## src/rtl/pipe_ctrl_pkg.sv

```systemverilog
// Shared types for the pipeline sequencer: FSM state encodings and the bundled stall/flush control word.
package pipe_ctrl_pkg;

  typedef enum logic [1:0] {
    PIPE_CTRL_RUN        = 2'd0,
    PIPE_CTRL_LSU_WAIT   = 2'd1,
    PIPE_CTRL_MDU_WAIT   = 2'd2,
    PIPE_CTRL_TRAP_DRAIN = 2'd3
  } pipe_state_e;

  typedef struct packed {
    logic pc_stall;
    logic if2id_stall;
    logic id2ex_stall;
    logic ex2mem_stall;
    logic if_flush;
    logic id_flush;
    logic ex_flush;
    logic mem_flush;
    logic trap_redirect;
    logic mdu_kill;
  } ctrl_t;

  // Wide enough for TRAP_FLUSH_CYCLES up to 15.
  localparam int DRAIN_CNT_W = 4;

  // Whole pipe frozen while the data bus is busy; MEM/WB gets a bubble.
  function automatic ctrl_t lsu_hold_ctrl();
    ctrl_t c;
    c = '0;
    c.pc_stall     = 1'b1;
    c.if2id_stall  = 1'b1;
    c.id2ex_stall  = 1'b1;
    c.ex2mem_stall = 1'b1;
    c.mem_flush    = 1'b1;
    return c;
  endfunction

  function automatic ctrl_t mdu_hold_ctrl();
    ctrl_t c;
    c = '0;
    c.pc_stall    = 1'b1;
    c.if2id_stall = 1'b1;
    c.id2ex_stall = 1'b1;
    c.ex_flush    = 1'b1;
    return c;
  endfunction

  function automatic ctrl_t drain_ctrl();
    ctrl_t c;
    c = '0;
    c.if_flush = 1'b1;
    c.id_flush = 1'b1;
    c.ex_flush = 1'b1;
    return c;
  endfunction

endpackage

```

## src/rtl/pipe_ctrl_perf.sv

```systemverilog
// Saturating stall/flush event counters; only present in PIPE_CTRL_PERF_EN builds.
`ifdef PIPE_CTRL_PERF_EN
module pipe_ctrl_perf #(
  parameter int unsigned W = 32
) (
  input  logic         clk,
  input  logic         rst,
  input  logic         stall,
  input  logic         flush,
  output logic [W-1:0] stall_cycles,
  output logic [W-1:0] flush_events
);

  always_ff @(posedge clk) begin
    if (rst) begin
      stall_cycles <= '0;
      flush_events <= '0;
    end else begin
      if (stall && (stall_cycles != '1)) stall_cycles <= stall_cycles + 1'b1;
      if (flush && (flush_events != '1)) flush_events <= flush_events + 1'b1;
    end
  end

endmodule
`endif

```

## src/rtl/pipe_ctrl.sv

```systemverilog
// Pipeline sequencer: prioritises trap, LSU, MDU, branch and load-use hazards into stall/flush controls.
// Define PIPE_CTRL_PERF_EN to build the saturating stall_cycles/flush_events counters; otherwise they read 0.
module pipe_ctrl
  import pipe_ctrl_pkg::*;
#(
  parameter int unsigned TRAP_FLUSH_CYCLES = 2,
  parameter int unsigned PERF_CNT_W        = 32
) (
  input  logic                  clk,
  input  logic                  rst,
  input  logic                  take_branch,
  input  logic                  load_dependence,
  input  logic                  mdu_req,
  input  logic                  mdu_done,
  input  logic                  lsu_req,
  input  logic                  lsu_ready,
  input  logic                  trap_req,
  output logic                  pc_stall,
  output logic                  if2id_stall,
  output logic                  id2ex_stall,
  output logic                  ex2mem_stall,
  output logic                  if_flush,
  output logic                  id_flush,
  output logic                  ex_flush,
  output logic                  mem_flush,
  output logic                  trap_redirect,
  output logic                  mdu_kill,
  output logic [PERF_CNT_W-1:0] stall_cycles,
  output logic [PERF_CNT_W-1:0] flush_events,
  output logic [1:0]            fsm_state
);

  localparam logic [DRAIN_CNT_W-1:0] DRAIN_LOAD = DRAIN_CNT_W'(TRAP_FLUSH_CYCLES - 1);

  pipe_state_e            state_q, state_d;
  logic [DRAIN_CNT_W-1:0] drain_q, drain_d;
  logic                   pending_q, pending_d;
  ctrl_t                  ctrl, ctrl_o;

  always_ff @(posedge clk) begin
    if (rst) begin
      state_q   <= PIPE_CTRL_RUN;
      drain_q   <= '0;
      pending_q <= 1'b0;
    end else begin
      state_q   <= state_d;
      drain_q   <= drain_d;
      pending_q <= pending_d;
    end
  end

  always_comb begin
    ctrl      = '0;
    state_d   = state_q;
    drain_d   = drain_q;
    pending_d = pending_q;
    case (state_q)
      PIPE_CTRL_RUN: begin
        if (trap_req || pending_q) begin
          ctrl               = drain_ctrl();
          ctrl.trap_redirect = 1'b1;
          drain_d            = DRAIN_LOAD;
          pending_d          = 1'b0;
          state_d            = PIPE_CTRL_TRAP_DRAIN;
        end else if (lsu_req && !lsu_ready) begin
          ctrl    = lsu_hold_ctrl();
          state_d = PIPE_CTRL_LSU_WAIT;
        end else if (mdu_req && !mdu_done) begin
          ctrl    = mdu_hold_ctrl();
          state_d = PIPE_CTRL_MDU_WAIT;
        end else if (take_branch) begin
          ctrl.if_flush = 1'b1;
          ctrl.id_flush = 1'b1;
        end else if (load_dependence) begin
          ctrl.pc_stall    = 1'b1;
          ctrl.if2id_stall = 1'b1;
          ctrl.id_flush    = 1'b1;
        end
      end
      PIPE_CTRL_LSU_WAIT: begin
        // The bus access cannot be aborted, so a trap here is remembered and taken from RUN.
        if (trap_req) pending_d = 1'b1;
        if (lsu_ready) state_d = PIPE_CTRL_RUN;
        else           ctrl    = lsu_hold_ctrl();
      end
      PIPE_CTRL_MDU_WAIT: begin
        if (trap_req) begin
          ctrl               = drain_ctrl();
          ctrl.trap_redirect = 1'b1;
          ctrl.mdu_kill      = 1'b1;
          drain_d            = DRAIN_LOAD;
          state_d            = PIPE_CTRL_TRAP_DRAIN;
        end else if (mdu_done) begin
          state_d = PIPE_CTRL_RUN;
        end else begin
          ctrl = mdu_hold_ctrl();
        end
      end
      PIPE_CTRL_TRAP_DRAIN: begin
        ctrl = drain_ctrl();
        if (trap_req) begin
          ctrl.trap_redirect = 1'b1;
          drain_d            = DRAIN_LOAD;
        end else if (drain_q == '0) begin
          state_d = PIPE_CTRL_RUN;
        end else begin
          drain_d = drain_q - 1'b1;
        end
      end
      default: state_d = PIPE_CTRL_RUN;
    endcase
  end

  assign ctrl_o        = rst ? '0 : ctrl;
  assign pc_stall      = ctrl_o.pc_stall;
  assign if2id_stall   = ctrl_o.if2id_stall;
  assign id2ex_stall   = ctrl_o.id2ex_stall;
  assign ex2mem_stall  = ctrl_o.ex2mem_stall;
  assign if_flush      = ctrl_o.if_flush;
  assign id_flush      = ctrl_o.id_flush;
  assign ex_flush      = ctrl_o.ex_flush;
  assign mem_flush     = ctrl_o.mem_flush;
  assign trap_redirect = ctrl_o.trap_redirect;
  assign mdu_kill      = ctrl_o.mdu_kill;
  assign fsm_state     = state_q;

`ifdef PIPE_CTRL_PERF_EN
  logic [PERF_CNT_W-1:0] stall_cnt, flush_cnt;

  pipe_ctrl_perf #(.W(PERF_CNT_W)) u_perf (
    .clk          (clk),
    .rst          (rst),
    .stall        (ctrl_o.pc_stall),
    .flush        (ctrl_o.if_flush),
    .stall_cycles (stall_cnt),
    .flush_events (flush_cnt)
  );

  // Counters clear synchronously; mask them so they read 0 for the whole reset window.
  assign stall_cycles = rst ? '0 : stall_cnt;
  assign flush_events = rst ? '0 : flush_cnt;
`else
  assign stall_cycles = '0;
  assign flush_events = '0;
`endif

endmodule

```

## config.mk

```make
export PLATFORM = sky130hd
export DESIGN_NAME = pipe_ctrl
export DESIGN_NICKNAME = d
export VERILOG_FILES = /design/src/rtl/pipe_ctrl_pkg.sv /design/src/rtl/pipe_ctrl_perf.sv /design/src/rtl/pipe_ctrl.sv
export SDC_FILE = /design/constraint.sdc
export NUM_CORES = 1
export LEC_CHECK = 0
export BUFFER_PORTS_ARGS = -buffer_cell sky130_fd_sc_hd__clkbuf_2
export CAP_MARGIN = 20
export CORE_MARGIN = 3
export CORE_UTILIZATION = 36
export DETAILED_ROUTE_END_ITERATION = 7
export PLACE_DENSITY = 0.87
export SLEW_MARGIN = 20
export SYNTH_ARGS = -nofsm -noshare
export SYNTH_HDL_FRONTEND = slang
export SYNTH_HIERARCHICAL = 1
export SYNTH_SLANG_ARGS = --single-unit
export TNS_END_PERCENT = 100
```

## constraint.sdc

```tcl
create_clock -name clk -period 1.54 [get_ports clk]
set_input_delay 0.154 -clock clk [delete_from_list [all_inputs] [get_ports clk]]
set_output_delay 0.154 -clock clk [all_outputs]
set_load 0.02 [all_outputs]
```

* After elaboration in Yosys (flattened, before gate mapping) *
Cells that the tools add are included.

cells by class
  reduce and logical (&&, ||, !) cells = 12
  equality and inequality tests = 12
  add/subtract/negate cells = 1
  muxes and demuxes = 34

operators with widths
  kind                                                                count
  10-bit 2-to-1 mux                                                   6
  10-bit one-hot mux with 4 select lines                              1
  2-bit 2-to-1 mux                                                    13
  4-bit 2-to-1 mux                                                    5
  2-bit != test, second input constant                                6
  4-bit one-hot mux with 3 select lines                               1
  2-bit one-hot mux with 4 select lines                               1
  1-bit 2-to-1 mux                                                    6
  3-bit != test, second input constant                                2
  5-bit AND reduction                                                 1
  2-bit == test, second input constant                                2
  4-bit zero test                                                     1
  4-bit != test, second input constant                                1
  4-bit AND reduction                                                 1
  4-bit by 1-bit subtractor with 4-bit output, second input constant  1
  3-bit AND reduction                                                 1
  3-bit nonzero test                                                  1
  2-bit by 1-bit == test with 1-bit output, second input constant     1
  1-bit logical AND                                                   2
  1-bit zero test                                                     2
  2-bit zero test                                                     1
  1-bit one-hot mux with 2 select lines                               1
  2-bit nonzero test                                                  1
  1-bit logical OR                                                    1

word-level totals
  output and inout port bits = 76
  input port bits = 9
  flip-flop bits (word level) = 7
  word-level logic and storage cells = 62

* Longest topological paths before layout *
Gate-level depths: netlist (run 1).

  word-level depth = 7
  gate-level depth with buffers = 6
  depth with buffers taken out = 6

* Least setup slack after synthesis (run 1) *
OpenSTA, ideal clock, no wires.

  path kind = flip-flop to output port
  start = register state_q[0] (netlist: fsm_state[0])
  end = output pc_stall
  stages on the path, launching flop included = 7
  required time = 1.386 ns
  path slack = -0.501 ns
  path buffers = 2
  data arrival time = 1.887 ns
  cell sequence = dfxtp_1 -> clkbuf_1 -> or3b_2 -> nor2_1 -> a21oi_1 -> a21oi_1 -> buf_4

between the ends
  word-level cells in the longest chain between the ends = 3
  elaborated cells on any way between the ends = 6
  classes of those cells = 3 x eq/ne; 2 x mux; 1 x reduce/logical

RTL lines
  what                                        RTL line          source
  start: declaration                          pipe_ctrl.sv:35   pipe_state_e state_q, state_d;
  start signal: assignment                    pipe_ctrl.sv:46   state_q <= state_d;
  2-bit == test (tied with other cells)       pipe_ctrl.sv:57   case (state_q)
  10-bit one-hot mux with 4 select lines (*)  pipe_ctrl.sv:57
  10-bit 2-to-1 mux (*)                       pipe_ctrl.sv:114  assign ctrl_o = rst ? '0 : ctrl;
  end: declaration                            pipe_ctrl.sv:18   output logic pc_stall,

Mark *: on every way between the ends. The rest lies on a longest branch, timed or not.

* Worst setup path in the final report (run 1) *
  start = register state_q[0] (netlist: fsm_state[0])
  end = output id2ex_stall

between the ends
  word-level cells in the longest chain between the ends = 3
  elaborated cells on any way between the ends = 6
  classes of those cells = 3 x eq/ne; 2 x mux; 1 x reduce/logical

RTL lines
  what                                        RTL line          source
  2-bit == test (tied with other cells)       pipe_ctrl.sv:57
  10-bit one-hot mux with 4 select lines (*)  pipe_ctrl.sv:57
  10-bit 2-to-1 mux (*)                       pipe_ctrl.sv:114
  end: declaration                            pipe_ctrl.sv:20   output logic id2ex_stall,

Marks and branches as above.

==> results.toml, run 1 <==
[yosys]
synth_top_area_frac = 0.4521
synthCells = 152
synth_edf_count = 0
synthTopCellsByArea = "buf_4 (45%), dfxtp_1 (13%), a21oi_1 (7.3%), nor2_1 (3.4%), ha_1 (2.3%)"
synthMostInstantiatedCell = "buf_4"
synth_ff_type = "dfxtp_1"
syn_area_um2 = 1096
synth_top_cell_by_area = "buf_4"
syn_avg_cell_area_um2 = 7.211
ys_ff_latch = 7
yosys_warnings = 6
synth-seq-area-share = 0.1279
ys_top_cells_by_count = "buf_4 (66), a21oi_1 (16), nor2_1 (10), dfxtp_1 (7)"
synth_cell_types = 34
ys_async_sr_fraction = 0

[placement]
dpl.hpwl_um = 1708
place_congestion = 0.8505
portBuffers = 20

[worst_setup_path]
start_kind = "flop"
r2r_cells = 5
endpoint_kind = "output port"
worstPathRequired_ns = 1.39
setup.worst_path.start = "fsm_state[0]"
crit_arrival_ns = 1.62
criticalPathCategory = "reg2out"
crit_end = "id2ex_stall"
r2r-start = "fsm_state[1]"
reg2reg_to = "drain_q[1]"
r2r_setup_slack_ns = -0.07
path_max_fanout = 6

[final_layout]
syn2layout_area_growth_pct = 15.87
seqCellArea_um2 = 151.4
antenna_cells = 0
drive_gt1_frac = 0.3443
fin_nets = 195
fill_cells = 312
multi_input_area_um2 = 772.0

[sta]
rsz0062_at_grt = "yes"
fmax_mhz = 564.7
layout_setup_ws_ns = -0.2308
setup-tns-final_ns = -0.9327
finClkSkew_ns = 0.006757
setup_viol = 7
min_period_ns = 1.771
finalMaxSlewViolations = 0
final-hold-violation-count = 0
timing.final.crit_share = 1.150

[grt]
grt_pass1_vias = 756
antenna_found_initial = 0
grt_first_pass_wirelength_um = 3139
gr-total-overflow = 0
grt_usage = 0.1115
grt_max_degree = 13

[power_and_ir_drop]
p_total_mw = 1.829
powerDensity_nw_per_um2 = 1440
ir_worst_vdd_mv = 0.7863
power.leakage_nw = 0.6163

[hold_path]
hold_start = "lsu_ready"
holdCritPathClass = "in2reg"
hold_path_depth = 3

[clock_tree]
h-tree-depth = 1
clkSinkCount = 7
cts-root-buf = "clkbuf_4"
cts_buffer_depth = 2
cts_buffers = 3
cts_tree = "yes"
clk_latency_ns = 0.27
clk_pin_slew_ns = 0.06

[detailed_routing]
drtIter0Drc = 10
routed-via-count = 918
drcViolationCount = 0
wl_per_cell_um = 10.90
finalWirelength_um = 2332
via_per_inst = 4.290
postRouteAntennaNets = 0
drt-pass1-iter-count = 4

[outcome]
status = "finished, violations left"
violations = "negative setup slack"

[run]
maxCapViolCount = 0

[floorplan]
io_pins = 85
die-height_um = 61.18
die_w_um = 61.18
core_area_um2 = 2829
start_util = 0.3874
num_rows = 19
die_area_um2 = 3742
## sequential cells by signal (all words and copies together) (netlist names)
| name | flops |
|---|---|
| drain_q | 4 |
| fsm_state | 2 |
| pending_q | 1 |
## stage by stage
stage	hold slack, ns	cell area (um2)	util	cells	setup WS [ns]
after floorplan	0.3157	1400	-	215	-0.07916
after global placement	0.4799	1074	0.3795	205	0.006338
after detailed placement	0.4931	1074	0.3795	205	-0.02677
after CTS	0.2139	1165	0.4118	212	-0.1953
after global routing	0.2857	1270	0.4489	214	-0.2893
final	0.2559	1270	0.4489	214	-0.2308
## worst min path at each step
stage	end	slack, ns
final	fsm_state[1]	0.26
after global routing	fsm_state[1]	0.29
after CTS	fsm_state[0]	0.21
after detailed placement	drain_q[2]	0.49
after global placement	drain_q[3]	0.48
after floorplan	fsm_state[1]	0.32
## what timing repair did
| item | in CTS | in global routing |
|---|---|---|
| hold buffers | 0 | 0 |
| pin swaps | 6 | 10 |
| resized for setup | 13 | 35 |
| setup buffers | 3 | 2 |
| endpoints found under the setup margin | 10 | 16 |
## where the power goes
part	switching, mW	internal (mW)
combinational	0.770	0.565
sequential	0.0561	0.249
clock	0.0883	0.100
## layout make-up
cell class                      instances  area share
Multi-Input combinational cell        134      0.6079
Clock buffer                            4     0.02069
Inverter                                4     0.01379
Tap cell                               31     0.03054
Sequential cell                         7      0.1192
Timing Repair Buffer                   34      0.2079
## cell families after synthesis
family,count (synthesis),share of synthesized area
buffers and inverters,74,0.4874
and+or+nand+nor,42,0.2249
AOI/OAI and AO/OA,26,0.1336
DFF,7,0.1278
adders and majority gates,2,0.02283
other,1,0.003421
## critical path, stage by stage, from the launching register on
cell and delay, ns:
dfxtp_4 0.36, nor4_4 0.41, or2b_1 0.29, a21oi_2 0.15, buf_6 0.14
## cell usage in the layout (no fill, tap or decap), types with 2 or more instances in the layout
cell and count:
conb_1 64, buf_8 2, nor3_1 3, ha_1 2, clkbuf_4 3, nor2b_1 2
a21oi_4 2, dfxtp_4 2, o21ai_0 3, nand3_1 2, nor2_4 2, nand3b_1 3
buf_4 17, a21oi_1 12, dfxtp_1 2, nand2b_1 4, clkbuf_2 10, a21oi_2 2
nand2_1 4, nor3b_2 2, buf_6 5, nor2_1 7, inv_2 2, dfxtp_2 3
## metal layers
layer  GRT usage  vias to the layer above  share of wire
met3     0.05241                        3           0.10
met2      0.2085                       51           0.56
li1            -                      444              -
met4     0.01858                        0         0.0051
met1      0.1139                      420           0.33
met5           0                        -              0
Power figures use the tool's default switching activity.
==> run 2: changes to the inputs <==
--- a/config.mk
+++ b/config.mk
@@ -7,10 +7,13 @@
 export LEC_CHECK = 0
 export BUFFER_PORTS_ARGS = -buffer_cell sky130_fd_sc_hd__clkbuf_2
 export CAP_MARGIN = 20
+export CELL_PAD_IN_SITES_DETAIL_PLACEMENT = 1
+export CELL_PAD_IN_SITES_GLOBAL_PLACEMENT = 1
 export CORE_MARGIN = 3
-export CORE_UTILIZATION = 36
+export CORE_UTILIZATION = 23
 export DETAILED_ROUTE_END_ITERATION = 7
-export PLACE_DENSITY = 0.87
+export PLACE_DENSITY = 0.86
+export SETUP_SLACK_MARGIN = 0.2
 export SLEW_MARGIN = 20
 export SYNTH_ARGS = -nofsm -noshare
 export SYNTH_HDL_FRONTEND = slang
==> run 2 against run 1 <==
  * Highest routed layer unchanged
  * Fmax rose by 4.2%
  * Sequential power up 3%
  * Hold slack better by 0.065 ns
  * Setup slack gained 0.072 ns
  * Sequential share of layout area shrank 1.4 points
  * Design area up 13%
  * Global-route usage fell by 0.25 points
  * Flip-flop and latch count unchanged
  * Combinational power is 22% higher
  * Power is 22% higher
  * The flow still finishes with violations (negative setup slack)
  * Count of clock-buffer cells in the layout did not move
  * Core utilization shrank 13 points
==> results.toml, run 2 (synthesis results as in run 1) <==
[placement]
place_congestion = 0.7584
dpl.hpwl_um = 2153
dp_slack_ns = -0.09598
portBuffers = 20

[detailed_routing]
finalWirelength_um = 3076
postRouteAntennaNets = 0
drcViolationCount = 0
routed-via-count = 972
drtIter0Drc = 25
wl_per_cell_um = 12.66
via_per_inst = 4.000
drt-pass1-iter-count = 2

[worst_setup_path]
endpoint_kind = "flop"
criticalPathCategory = "reg2reg"
r2r_setup_slack_ns = -0.16
path_max_fanout = 4
crit_path_max_incr_delay_ns = 0.41
critPathSlowestCell = "or4_1"
crit_arrival_ns = 1.85
crit_family = "simple AND/OR/NAND/NOR gates"
start_kind = "flop"
r2r-start = "fsm_state[1]"
path_depth = 5
r2r_cells = 5
worstPathBufferInverterCount = 1
crit_chain = "buf_4, nor3b_4, or3_4, or4_1, a21oi_1"
setup.worst_path.start = "fsm_state[1]"
worstPathRequired_ns = 1.69

[sta]
fmax_mhz = 588.7
rsz0062_at_grt = "yes"
layout_setup_ws_ns = -0.1587
finalMaxSlewViolations = 0
min_period_ns = 1.699
setup_viol = 11
finClkSkew_ns = 0.002967
final-hold-violation-count = 0
timing.final.crit_share = 1.103

[floorplan]
io_pins = 85
die_area_um2 = 5630
num_rows = 24
die-height_um = 75.03
die_w_um = 75.03
core_area_um2 = 4474
start_util = 0.2450

[clock_tree]
cts_buffers = 3
h-tree-depth = 1
cts-root-buf = "clkbuf_8"
clkSinkCount = 7
cts_buffer_depth = 2
clk_latency_ns = 0.24
clk_pin_slew_ns = 0.04
ctsHoldBuffers = 0
cts_tree = "yes"

[power_and_ir_drop]
clockPowerShare = 0.127
p_int_mw = 1.174
ir_worst_vdd_mv = 0.7287
power_switching_mw = 1.051
powerDensity_nw_per_um2 = 1554
power.leakage_nw = 0.6778
p_sw_frac = 0.4722
power_frac_seq = 0.141
comb_power_share = 0.732

[hold_path]
holdCritPathClass = "in2reg"
hold_path_depth = 3
hold_start = "mdu_done"

[final_layout]
antenna_cells = 0
syn2layout_area_growth_pct = 30.59
mostFrequentLayoutCell = "conb_1"
regMostFlops = "drain_q"
layout_common_cells = "conb_1 (64), buf_4 (22), a21oi_1 (11), clkbuf_2 (10), nor2_1 (6)"
final_util = 0.3199
fin_nets = 203
drive_gt1_frac = 0.3822
largest_reg_flops = 4

[grt]
grt_busiest_layer = "met2"
globalRouteMet3Util = 0.04005
grt_pass1_vias = 1011
grt_usage = 0.1090
antenna_found_initial = 0
grt_first_pass_wirelength_um = 4657
grt_max_degree = 13
use_met2 = 0.2089
gr-total-overflow = 0
grtUsageMet1 = 0.1069

[outcome]
status = "finished, violations left"
violations = "negative setup slack"

[run]
maxCapViolCount = 0
## run 2: layer usage
metal	part of all wire	vias up
li1	-	458
met1	0.33	457
met2	0.57	50
met3	0.087	7
met4	0.016	0
met5	0	-
## run 2: final cells by class
cell class	instances	area [um2]
Fill cell	575	3043
Multi-Input combinational cell	134	825.8
Timing Repair Buffer	42	322.8
Sequential cell	7	150.1
Tap cell	52	65.06
Clock buffer	4	45.04
Inverter	4	22.52
## run 2: path summary, 6_finish.rpt
path,end
setup / recovery,drain_q[1]
hold / removal,fsm_state[0]
hold reg to reg,drain_q[3]
setup reg to reg,drain_q[1]
## run 2: power groups by stage
stage	Combinational [mW]	Clock (mW)	Sequential, mW
after floorplan	0.896	0	0.333
after global placement	1.07	0	0.322
after detailed placement	1.09	0	0.323
after CTS	1.52	0.287	0.312
after global routing	1.77	0.303	0.323
final	1.63	0.283	0.314
## run 2: what timing repair did
action | in CTS | in global routing
resized for setup | 38 | 15
endpoints found under the hold margin | 0 | 0
endpoints found under the setup margin | 16 | 16
buffers inserted | 10 | 1
gates cloned | 0 | 0
pin swaps | 9 | 3
## run 2: worst register-to-register path, cell delays in order, from the launching register on
cell and delay (ns):
dfxtp_4 0.35, buf_4 0.14, nor3b_4 0.15, or3_4 0.38
or4_1 0.41, a21oi_1 0.18
## run 2: through the flow
step / area [um2] / setup TNS (ns) / hold WS, ns / power [mW] / cells
2_1_floorplan: 1400 / -0.1767 / 0.3157 / 1.228 / 215
3_3_place_gp: 1115 / 0 / 0.4872 / 1.389 / 228
3_5_place_dp: 1115 / -0.1373 / 0.4936 / 1.417 / 228
4_1_cts: 1386 / -0.9181 / 0.3121 / 2.125 / 242
5_1_grt: 1431 / -2.213 / 0.3212 / 2.397 / 243
6_report: 1431 / -1.022 / 0.3207 / 2.225 / 243
